### config.mk
export PLATFORM = sky130hd
export DESIGN_NAME = ucode_sequencer
export DESIGN_NICKNAME = d
export VERILOG_FILES = /design/src/rtl/ucode_sequencer.sv
export SDC_FILE = /design/constraint.sdc
export NUM_CORES = 1
export LEC_CHECK = 0
export ABC_AREA = 1
export CAP_MARGIN = 25
export CORE_ASPECT_RATIO = 1.75
export CORE_MARGIN = 1.5
export CORE_UTILIZATION = 41
export CTS_CLUSTER_DIAMETER = 100
export DETAILED_ROUTE_END_ITERATION = 16
export GPL_TIMING_DRIVEN = 0
export PLACE_DENSITY = 0.8
export SKIP_LAST_GASP = 1
export SYNTH_ARGS = -nofsm -noshare
export SYNTH_HDL_FRONTEND = slang
export SYNTH_SLANG_ARGS = --single-unit
### constraint.sdc
create_clock -name clk -period 2.85 [get_ports clk]
set_clock_uncertainty 0.05 [all_clocks]
set_input_delay 0.57 -clock clk [delete_from_list [all_inputs] [get_ports clk]]
set_output_delay 0.57 -clock clk [all_outputs]
set_load 0.1 [all_outputs]
### src/rtl/ucode_sequencer.sv
// Microcode sequencer: takes a complex-instruction request with an entry
// micro-PC, walks the external synchronous microcode ROM from that entry and
// issues one resolved microinstruction per output handshake until the word
// flagged uend, a length overrun or the last micro-PC ends the sequence.
// Optional build macro: UCODE_STAT_EN adds saturating sequence/word counters.
module ucode_sequencer #(
    parameter int NUPCMSB = 4,
    parameter int NTIDMSB = 5,
    parameter int UMAXLEN = 8
) (
    input  logic               clk,
    input  logic               rst,
    input  logic               req_valid,
    output logic               req_ready,
    input  logic [NUPCMSB:0]   req_upc,
    input  logic [31:0]        req_inst,
    input  logic [NTIDMSB:0]   req_tid,
    input  logic               abort,
    output logic               rom_en,
    output logic [NUPCMSB:0]   rom_addr,
    input  logic [34:0]        rom_data,
    output logic               out_valid,
    input  logic               out_ready,
    output logic [31:0]        out_inst,
    output logic               out_cwp_rs1,
    output logic               out_cwp_rd,
    output logic               out_last,
    output logic [NTIDMSB:0]   out_tid,
    output logic [NUPCMSB:0]   out_upc,
`ifdef UCODE_STAT_EN
    output logic [15:0]        stat_seq,
    output logic [15:0]        stat_word,
`endif
    output logic               err
);

    localparam int CW = $clog2(UMAXLEN + 1);
    localparam logic [NUPCMSB:0] UPC_MAX = '1;

    typedef enum logic [1:0] {S_IDLE, S_WAIT, S_ISSUE} state_t;

    state_t           state_q, state_d;
    logic [NUPCMSB:0] upc_q;
    logic [CW-1:0]    len_q;
    logic [CW-1:0]    len_next;
    logic [31:0]      macro_q;
    logic [NTIDMSB:0] tid_q;
    logic [31:0]      resolved;
    logic             hit_len;
    logic             hit_upc;
    logic             word_last;
    logic             handshake;

    assign req_ready = (state_q == S_IDLE);
    assign out_valid = (state_q == S_ISSUE);
    assign out_tid   = tid_q;
    assign out_upc   = upc_q;
    assign handshake = (state_q == S_ISSUE) && out_ready && !abort;

    // Word-level decisions for the ROM data arriving this cycle: a sequence is
    // cut short at the length limit or at the top of the micro-PC space.
    assign len_next  = len_q + 1'b1;
    assign hit_len   = (len_next == CW'(UMAXLEN));
    assign hit_upc   = (upc_q == UPC_MAX);
    assign word_last = rom_data[34] | hit_len | hit_upc;

    // Substitute macro-instruction register fields where the ROM word asks for them.
    always_comb begin
        resolved = rom_data[31:0];
        if (rom_data[29]) begin
            resolved[29:25] = macro_q[29:25];
        end
        if (rom_data[18]) begin
            resolved[18:14] = macro_q[18:14];
        end
        if (!rom_data[13] && rom_data[4]) begin
            resolved[4:0] = macro_q[4:0];
        end
    end

    // Next state and ROM read strobe; abort wins over everything outside IDLE.
    always_comb begin
        state_d  = state_q;
        rom_en   = 1'b0;
        rom_addr = '0;
        case (state_q)
            S_IDLE: begin
                if (req_valid) begin
                    rom_en   = 1'b1;
                    rom_addr = req_upc;
                    state_d  = S_WAIT;
                end
            end
            S_WAIT: begin
                state_d = abort ? S_IDLE : S_ISSUE;
            end
            S_ISSUE: begin
                if (abort) begin
                    state_d = S_IDLE;
                end else if (out_ready) begin
                    if (out_last) begin
                        state_d = S_IDLE;
                    end else begin
                        rom_en   = 1'b1;
                        rom_addr = upc_q + 1'b1;
                        state_d  = S_WAIT;
                    end
                end
            end
            default: state_d = S_IDLE;
        endcase
    end

    // State register.
    always_ff @(posedge clk or posedge rst) begin
        if (rst) begin
            state_q <= S_IDLE;
        end else begin
            state_q <= state_d;
        end
    end

    // Request latching, output word capture, micro-PC advance and sticky error.
    always_ff @(posedge clk or posedge rst) begin
        if (rst) begin
            upc_q       <= '0;
            len_q       <= '0;
            macro_q     <= '0;
            tid_q       <= '0;
            out_inst    <= '0;
            out_cwp_rs1 <= 1'b0;
            out_cwp_rd  <= 1'b0;
            out_last    <= 1'b0;
            err         <= 1'b0;
        end else begin
            case (state_q)
                S_IDLE: begin
                    if (req_valid) begin
                        macro_q <= req_inst;
                        tid_q   <= req_tid;
                        upc_q   <= req_upc;
                        len_q   <= '0;
                    end
                end
                S_WAIT: begin
                    if (!abort) begin
                        out_inst    <= resolved;
                        out_cwp_rs1 <= rom_data[33];
                        out_cwp_rd  <= rom_data[32];
                        out_last    <= word_last;
                        len_q       <= len_next;
                        if (!rom_data[34] && (hit_len || hit_upc)) begin
                            err <= 1'b1;
                        end
                    end
                end
                S_ISSUE: begin
                    if (handshake && !out_last) begin
                        upc_q <= upc_q + 1'b1;
                    end
                end
                default: ;
            endcase
        end
    end

`ifdef UCODE_STAT_EN
    // Saturating counters of issued words and completed sequences.
    always_ff @(posedge clk or posedge rst) begin
        if (rst) begin
            stat_seq  <= '0;
            stat_word <= '0;
        end else if (handshake) begin
            if (stat_word != 16'hFFFF) begin
                stat_word <= stat_word + 16'd1;
            end
            if (out_last && (stat_seq != 16'hFFFF)) begin
                stat_seq <= stat_seq + 16'd1;
            end
        end
    end
`endif

endmodule

### Word level (Yosys, flattened, before mapping)

Cells that the tools add are included.
W data, S select, Z words.

| word-level totals | value |
|---|---|
| bits in registers | 83 |
| bits of input ports | 83 |
| output and inout bits | 55 |
| word-level logic and storage cells | 67 |

| operators by class | value |
|---|---|
| add/subtract/negate cells | 2 |
| equality and inequality tests | 8 |
| multiplexer cells | 25 |
| bitwise gates (word level) | 3 |
| reduce and logical (&&, ||, !) cells | 19 |

Operator list:

| kind | count |
|---|---|
| $mux W5 | 9 |
| $pmux W5 S2 | 2 |
| $reduce_and A3 Y1 | 3 |
| $mux W2 | 4 |
| $mux W4 | 2 |
| $pmux W4 S2 | 1 |
| $pmux W2 S3 | 1 |
| $reduce_and A2 Y1 | 3 |
| $add A5 B1 Y5 const B | 1 |
| $eq A5 B5 Y1 const B | 1 |
| $logic_and A1 B1 Y1 | 5 |
| $mux W1 | 5 |
| $add A4 B1 Y4 const B | 1 |
| $eq A4 B4 Y1 const B | 1 |
| $logic_not A1 Y1 | 4 |
| $ne A2 B2 Y1 const B | 2 |
| $reduce_bool A2 Y1 | 2 |
| $ne A3 B2 Y1 const B | 1 |
| $eq A2 B1 Y1 const B | 1 |
| $eq A2 B2 Y1 const B | 1 |
| $logic_not A2 Y1 | 1 |
| $ne A2 B1 Y1 const B | 1 |
| $or A1 B1 Y1 | 2 |
| $pmux W1 S2 | 1 |
| other kinds (2) | 2 |

### Logic depth before layout (Yosys ltp)

Gate-level depths: netlist of run 1.

| logic depth | value |
|---|---|
| depth in word-level cells | 6 |
| depth in mapped cells | 9 |

### Worst setup path before layout of run 1

No wires, ideal clock.

| timing path | value |
|---|---|
| path kind | reg-to-output |
| from | reg upc_q[1] (netlist: out_upc[1]) |
| to | out rom_addr[4] |
| data arrival time | 3013 ps |
| required time | 2230 ps |
| setup slack | -783 ps |
| stages on the path, launching flop included | 7 |
| buffers on the path | 0 |
| path through | dfrtp_1 ha_1 nand2_1 nor2_1 ha_1 nand2_1 o21ai_1 |

| between the ends | value |
|---|---|
| longest elaborated chain between the ends | 5 |

Ends and longest elaborated chain:

| element | line | text |
|---|---|---|
| start, declared | 43 | `logic [NUPCMSB:0] upc_q;` |
| start signal, assigned | 141 | `upc_q <= req_upc;` |
| start signal, assigned | 159 | `upc_q <= upc_q + 1'b1;` |
| $add A5 B1 Y5 | 105 | `rom_addr = upc_q + 1'b1;` |
| $mux W5 | 101 | `if (out_last) begin` |
| $mux W5 | 100 | `end else if (out_ready) begin` |
| $mux W5 | 98 | `if (abort) begin` |
| $pmux W5 S2 | 86 | `case (state_q)` |
| end, declared | 20 | `output logic [NUPCMSB:0] rom_addr,` |

Every way passes these cells.

### Worst setup path in the final report of run 1

| timing path | value |
|---|---|
| from | reg state_q[0] |
| to | out out_valid |

| between the ends | value |
|---|---|
| longest elaborated chain between the ends | 1 |

Ends and longest elaborated chain:

| element | line | text |
|---|---|---|
| start, declared | 42 | `state_t state_q, state_d;` |
| start signal, assigned | 119 | `state_q <= state_d;` |
| $eq A2 B2 Y1 | 55 | `assign out_valid = (state_q == S_ISSUE);` |
| end, declared | 22 | `output logic out_valid,` |

Every way passes these cells.

==> run summary, run 1 <==
- **outcome** finished, final reports clean
- **relative max-transition margin** 0.314
- **buffers added on ports** 118
- **die extent in x** 67.1 um
- **largest driver fanout on the critical path** 5
- **area of the mapped netlist** 2950 um^2
- **initial antenna violation count** 0
- **post-synth cell types** 26
- **pre-CTS setup slack** -0.706 ns
- **# H-tree levels** 3
- **post-DP HPWL** 5700 um
- **CTS Root Cell** sky130_fd_sc_hd__clkbuf_16
- **Worst VDD drop** 0.702 mV
- **fin crit share** 0.954
- **DRC** 0
- **final routed wire length divided by cell count** 13.7 um
- **Overflow after GRT** 0
- **crit path setup slack, layout** 0.132 ns
- **DR vias** 2687
- **instance count of the mapped netlist** 346
- **clock latency reported for the late side of the worst-skew pair** 0.32 ns
- **CTS tree** built
- **GPL Wtd Cong** 0.762
- **kind of launch point of the worst setup path** flip-flop
- **remaining antenna violation count after routing** 0
- **Synthesized Nets** 433
- **register area** 1700 um^2
- **synth-to-layout area growth** 54.1%
- **Die Span Y** 115 um
- **count of yosys warnings during synthesis** 0
- **max_cap viols** 0
- **final setup violation count** 0
- **number of stages on the worst hold path** 2
- **RSZ-0062 raised after global routing** false
- **maximum number of pins on one net before global-route repair** 69
- **Final Max Slew Viols** 0
- **total negative setup slack** 0 ns
- **min-delay worst type** reg2reg
- **total iterations of the first detailed-routing run** 4
- **number of primary I/O pins** 138
- **power density of the placed cells** 1130 nW/um^2
- **GRT Resource Usage Total** 0.222
- **floorplan die area** 7730 um^2
- **violation count after the first detailed-route iteration** 133
- **final hold violation count** 0
- **placement row count** 40
- **Fillers** 596
- **vias in the first global route** 2788
- **postcts setup bufs** 0
- **share of layout cells above drive strength 1** 0.100
- **initial cell density of the core** 0.427
- **#FFs+latches synth** 68
- **maximum root-to-sink buffer count** 2
- **leakage power figure** 2.22 nW
- **number of buffers created by CTS** 9
- **worst path required time** 2.23 ns
- **sequential-to-total area share from yosys stat** 0.577
- **start-to-end type of the worst setup path** reg2out
- **Clock Sink Count** 68
- **Final #Nets** 562
- **Period minus WS final** 2.72 ns
- **total wire length after detailed routing** 7730 um
- **peak clock frequency supported by timing** 368 MHz
- **n_diodes** 0
- **Vias per Instance** 4.76
- **number of cells on the worst reg-to-reg path** 7
- **post-CTS clock slew at the launch and capture registers of the worst setup and hold paths** 0.05 ns
- **area of combinational cells with multiple inputs** 1060 um^2
- **wire length of the first global-routing pass** 12700 um
- **Crit. End Element** output pin
- **Tightest Pin Transition** 1.03 ns
- **core region area** 6910 um^2
- **arrival time worst endpoint** 2.10 ns
- **Synth Area per Inst** 8.52 um^2
metrics by stage:
step                      hold WS, ns  instances  cell area (um^2)  total power, mW   util
after floorplan                 0.394        346              2960             3.38      -
after global placement          0.402        548              4250             4.02  0.615
after detailed placement        0.403        548              4250             4.06  0.615
after CTS                       0.417        564              4550             5.19  0.659
after global routing            0.447        564              4540             5.37  0.658
final                           0.414        564              4540             5.15  0.658
Yosys cell counts:
| cell | instances | share of area |
|---|---|---|
| sky130_fd_sc_hd__o31ai_1 | 1 | 0.0025 |
| sky130_fd_sc_hd__o21bai_2 | 1 | 0.0038 |
| sky130_fd_sc_hd__xor2_1 | 1 | 0.0030 |
| sky130_fd_sc_hd__nand2_4 | 1 | 0.0038 |
| sky130_fd_sc_hd__a21o_1 | 2 | 0.0051 |
| sky130_fd_sc_hd__nand3_1 | 6 | 0.010 |
| sky130_fd_sc_hd__nor2_1 | 11 | 0.014 |
| sky130_fd_sc_hd__clkbuf_1 | 2 | 0.0025 |
| sky130_fd_sc_hd__inv_4 | 1 | 0.0021 |
| sky130_fd_sc_hd__nand4_1 | 1 | 0.0021 |
| sky130_fd_sc_hd__ha_1 | 4 | 0.017 |
| sky130_fd_sc_hd__mux2i_1 | 1 | 0.0034 |
| sky130_fd_sc_hd__buf_1 | 2 | 0.0025 |
| sky130_fd_sc_hd__inv_1 | 25 | 0.032 |
| sky130_fd_sc_hd__nor2_2 | 1 | 0.0021 |
| sky130_fd_sc_hd__o21ai_0 | 33 | 0.056 |
| sky130_fd_sc_hd__buf_4 | 3 | 0.0076 |
| sky130_fd_sc_hd__buf_2 | 4 | 0.0068 |
| sky130_fd_sc_hd__buf_6 | 2 | 0.0076 |
| sky130_fd_sc_hd__dfrtp_1 | 68 | 0.58 |
| sky130_fd_sc_hd__xnor2_1 | 1 | 0.0030 |
| sky130_fd_sc_hd__o21ai_1 | 8 | 0.014 |
| sky130_fd_sc_hd__nand3_2 | 1 | 0.0034 |
| sky130_fd_sc_hd__nand2_1 | 158 | 0.20 |
| sky130_fd_sc_hd__inv_2 | 5 | 0.0064 |
| sky130_fd_sc_hd__nor2_4 | 3 | 0.011 |
cells by family after synthesis:
group | count (synthesis) | synth area share
AO/OA/AOI/OAI | 45 | 0.0810
XOR/XNOR | 2 | 0.00594
adder cells (fa/ha/maj) | 4 | 0.0170
buffers and inverters | 44 | 0.0675
flip-flops | 68 | 0.577
multiplexers | 1 | 0.00339
AND/OR/NAND/NOR | 182 | 0.248
state kept, by name, summed over array words and instances (netlist names):
register,count
err,1
len_q,4
macro_q,15
out_cwp_rd,1
out_cwp_rs1,1
out_inst,32
out_last,1
out_tid,6
out_upc,5
state_q,2
worst max-delay path: stages (launching register included):
cell                              delay [ns]
sky130_fd_sc_hd__dfrtp_1                0.43
sky130_fd_sc_hd__nor2_4                 0.18
sky130_fd_sc_hd__clkdlybuf4s50_1        1.16
layout make-up:
type	instances	area share
repair buffers	118	0.257
clock buffers	12	0.0565
inverters	31	0.0267
clock inverters	4	0.0105
well taps	84	0.0231
multi-input cells	234	0.234
plain buffers	13	0.0176
flip-flops and latches	68	0.375
what timing repair did:
action                                  in CTS  in global routing
pin swaps                                    0                  0
endpoints found under the setup margin       6                  6
hold buffers                                 0                  0
resized for setup                           22                  6
power by group:
group	internal, mW	switching (mW)
combinational	0.602	2.04
clock	0.721	0.391
sequential	1.23	0.161
total	2.56	2.59
routing by layer:
| layer | part of all wire | track usage |
|---|---|---|
| met1 | 0.38 | 0.243 |
| met3 | 0.053 | 0.0489 |
| met4 | 0.026 | 0.128 |
| met5 | 0 | 0 |
| met2 | 0.54 | 0.383 |
final timing paths:
kind / from / endpoint / slack, ns
setup / recovery: state_q[0] / out_valid / 0.13
min in group asynchronous: rst / out_tid[4] / 0.71
hold / removal: err / err / 0.41
max in group asynchronous: rst / out_cwp_rd / 1.49
setup reg to reg: out_upc[0] / out_upc[4] / 1.36
hold reg to reg: err / err / 0.41
cell usage in the layout (no fill, tap or decap), types with 2 or more instances in the layout:
cell type / count
sky130_fd_sc_hd__inv_4: 2
sky130_fd_sc_hd__nand3_1: 5
sky130_fd_sc_hd__nor2_1: 11
sky130_fd_sc_hd__o21ai_0: 33
sky130_fd_sc_hd__inv_1: 24
sky130_fd_sc_hd__clkdlybuf4s50_1: 112
sky130_fd_sc_hd__buf_6: 2
sky130_fd_sc_hd__clkbuf_16: 9
sky130_fd_sc_hd__o21ai_1: 5
sky130_fd_sc_hd__clkbuf_8: 2
sky130_fd_sc_hd__inv_2: 5
sky130_fd_sc_hd__buf_2: 7
sky130_fd_sc_hd__a21o_1: 2
sky130_fd_sc_hd__ha_1: 4
sky130_fd_sc_hd__clkinv_2: 2
sky130_fd_sc_hd__nand3_2: 2
sky130_fd_sc_hd__buf_1: 2
sky130_fd_sc_hd__nand2_1: 158
sky130_fd_sc_hd__o21ai_2: 3
sky130_fd_sc_hd__clkbuf_1: 3
sky130_fd_sc_hd__buf_4: 3
sky130_fd_sc_hd__nor2_4: 3
sky130_fd_sc_hd__clkdlybuf4s15_2: 2
sky130_fd_sc_hd__dfrtp_1: 68
Note: power is estimated with default switching activity, not from simulation.
==> run 2, diff against run 1 <==
--- a/config.mk
+++ b/config.mk
@@ -8,3 +8,2 @@
 export ABC_AREA = 1
-export CAP_MARGIN = 25
 export CORE_ASPECT_RATIO = 1.75
==> constraint.sdc (replaced) <==
create_clock -name clk -period 2.85 [get_ports clk]
set_clock_uncertainty 0.05 [all_clocks]
set_input_delay 0.285 -clock clk [delete_from_list [all_inputs] [get_ports clk]]
set_output_delay 0.285 -clock clk [all_outputs]
set_load 0.1 [all_outputs]
==> run 2 against run 1 <==
Register-to-register slack hardly changed; sequential share of layout area about the same; fmax is 1.3% higher; sequential cell count unchanged; non-clock buffer count is the same; cell count stayed put; worst setup slack improved by 0.035 ns.
==> run summary, run 2 (synthesized netlist as in run 1, its figures left out) <==
- **min-delay worst type** in2reg
- **Die Span Y** 115 um
- **Fillers** 597
- **final routed wire length divided by cell count** 13.6 um
- **core region area** 6910 um^2
- **relative max-transition margin** 0.314
- **destination of the worst hold path** out_inst[18]
- **die extent in x** 67.1 um
- **post-cts hold buffer count** 0
- **GRT Resource Usage Total** 0.222
- **GPL Wtd Cong** 0.762
- **maximum number of pins on one net before global-route repair** 69
- **largest driver fanout on the critical path** 10
- **number of cells on the worst reg-to-reg path** 7
- **violation count after the first detailed-route iteration** 136
- **power density of the placed cells** 1130 nW/um^2
- **start point of the worst min-delay path** rom_data[18]
- **worst path required time** 2.52 ns
- **DR vias** 2682
- **total wire length after detailed routing** 7700 um
- **initial antenna violation count** 0
- **capturing point of the worst reg2reg path** out_upc[4]
- **gate family responsible for the most delay along the worst path** buffers and inverters
- **critical path cell sequence** nor2_2, nand2_4, inv_4, buf_6, nand2_1, nand2_1, dlygate4sd2_1
- **RSZ-0062 raised after global routing** false
- **buffers added on ports** 118
- **fin crit share** 0.942
- **post-CTS clock slew at the launch and capture registers of the worst setup and hold paths** 0.05 ns
- **peak clock frequency supported by timing** 373 MHz
- **total iterations of the first detailed-routing run** 4
- **number of primary I/O pins** 138
- **DRC** 0
- **Period minus WS final** 2.68 ns
- **wire length of the first global-routing pass** 12700 um
- **Worst VDD drop** 0.702 mV
- **final setup violation count** 0
- **Tightest Pin Transition** 1.03 ns
- **remaining antenna violation count after routing** 0
- **number of stages on the worst hold path** 3
- **number of buffer and inverter stages on the critical path** 3
- **most flop-heavy register** out_inst
- **Vias per Instance** 4.76
- **CP max stage delay** 0.85 ns
- **arrival time worst endpoint** 2.35 ns
- **final hold violation count** 0
- **vias in the first global route** 2792
- **placement row count** 40
- **max_cap viols** 0
- **maximum root-to-sink buffer count** 2
- **kind of launch point of the worst setup path** flip-flop
- **Layout Cell Area excl Fill** 4540 um^2
- **leading cell type in the layout, fill and taps excluded** sky130_fd_sc_hd__nand2_1
- **share of layout cells above drive strength 1** 0.0896
- **Final #Nets** 562
- **cell mode on critical path** sky130_fd_sc_hd__nand2_1
- **leakage power figure** 2.23 nW
- **start-to-end type of the worst setup path** reg2out
- **synth-to-layout area growth** 53.9%
- **leading cell types in the layout, fill and taps excluded** sky130_fd_sc_hd__nand2_1, sky130_fd_sc_hd__clkdlybuf4s50_1, sky130_fd_sc_hd__dfrtp_1, sky130_fd_sc_hd__o21ai_0, sky130_fd_sc_hd__inv_1
- **floorplan die area** 7730 um^2
- **post-DP HPWL** 5700 um
- **number of buffers created by CTS** 9
- **Final Max Slew Viols** 0
- **FF-to-FF setup slack** 1.35 ns
- **outcome** finished, final reports clean
- **n_diodes** 0
- **initial cell density of the core** 0.427
- **# H-tree levels** 3
- **cell with the largest stage delay on the worst path** sky130_fd_sc_hd__dlygate4sd2_1
- **Clock Sink Count** 68
- **standard cell area after detailed placement** 4250 um^2
- **worst hold slack** 0.281 ns
- **CTS Root Cell** sky130_fd_sc_hd__clkbuf_16
- **Crit. End Element** output pin
- **Overflow after GRT** 0
- **max reg flops** 32
- **launch instance of the worst register-to-register path** out_upc[0]
- **clock latency reported for the late side of the worst-skew pair** 0.32 ns
- **CTS tree** built
==> run 2: changes by cell type in the layout (fill, tap and decap cells not counted), sizes merged <==
cell           previous run  this run
dlygate4sd2               0         4
buf                      14        11
clkdlybuf4s15             2         0
clkbuf                   15        16
==> run 2: final cells by class <==
class                      instances  area, um^2  share of cell area
buffer                            13        80.1              0.0176
sequential                        68        1700               0.375
timing repair buffer             118        1170               0.257
multi-input combinational        234        1060               0.234
clock inverter                     4        47.5              0.0105
tap                               84         105              0.0232
inverter                          31         121              0.0267
clock buffer                      12         256              0.0565
==> run 2: how the worst max path moves through the flow <==
stage / endpoint / startpoint / cells past startpoint / slack [ns]
2_1_floorplan: rom_addr[4] / out_upc[1] / 6 / 0.04
3_3_place_gp: out_inst[11] / rst / 2 / -0.33
3_5_place_dp: rom_addr[2] / abort / 9 / -0.14
4_1_cts: rom_addr[4] / out_upc[0] / 7 / 0.04
5_1_grt: rom_addr[3] / abort / 7 / 0.06
6_report: rom_addr[3] / state_q[0] / 7 / 0.17
==> run 2: tightest hold or removal path, delay by kind of cell <==
family                 cells  cell delay (ns)
AO/OA/AOI/OAI              1             0.07
AND/OR/NAND/NOR            1             0.08
buffers and inverters      1             0.16
==> run 2: through the flow <==
step / total power, mW / worst slack (ns) / util / instances / TNS (ns)
floorplan: 3.38 / 0.0380 / - / 346 / 0
detailed placement: 4.06 / -0.136 / 0.615 / 548 / -0.224
finish: 5.15 / 0.166 / 0.657 / 564 / 0
global route: 5.36 / 0.0624 / 0.657 / 564 / 0
global placement: 4.02 / -0.329 / 0.615 / 548 / -22.18
CTS: 5.19 / 0.0431 / 0.658 / 564 / 0
==> run 2: power by group <==
part / switching (mW) / total, mW / internal (mW)
combinational: 2.04 / 2.64 / 0.601
clock: 0.390 / 1.11 / 0.721
sequential: 0.161 / 1.40 / 1.23
==> run 2: per-layer routing <==
metal | routed length [um] | GRT usage | share of wire | vias to the layer above
met4 | 202 | 0.128 | 0.026 | 0
li1 | - | - | - | 1325
met5 | 0 | 0 | 0 | -
met1 | 2920 | 0.243 | 0.38 | 1260
met3 | 406 | 0.0489 | 0.053 | 15
met2 | 4160 | 0.383 | 0.54 | 82
==> run 2: what timing repair did <==
| item | CTS | global route |
|---|---|---|
| gates resized for setup | 6 | 4 |
| pin swaps | 0 | 0 |
| setup endpoints to repair | 6 | 2 |
| buffers inserted | 0 | 0 |
==> run 3, diff against run 2 <==
- CTS_CLUSTER_DIAMETER: 100 -> 150
==> results of run 3 <==
Final layout, timing and power as in run 2 (identical DEF).
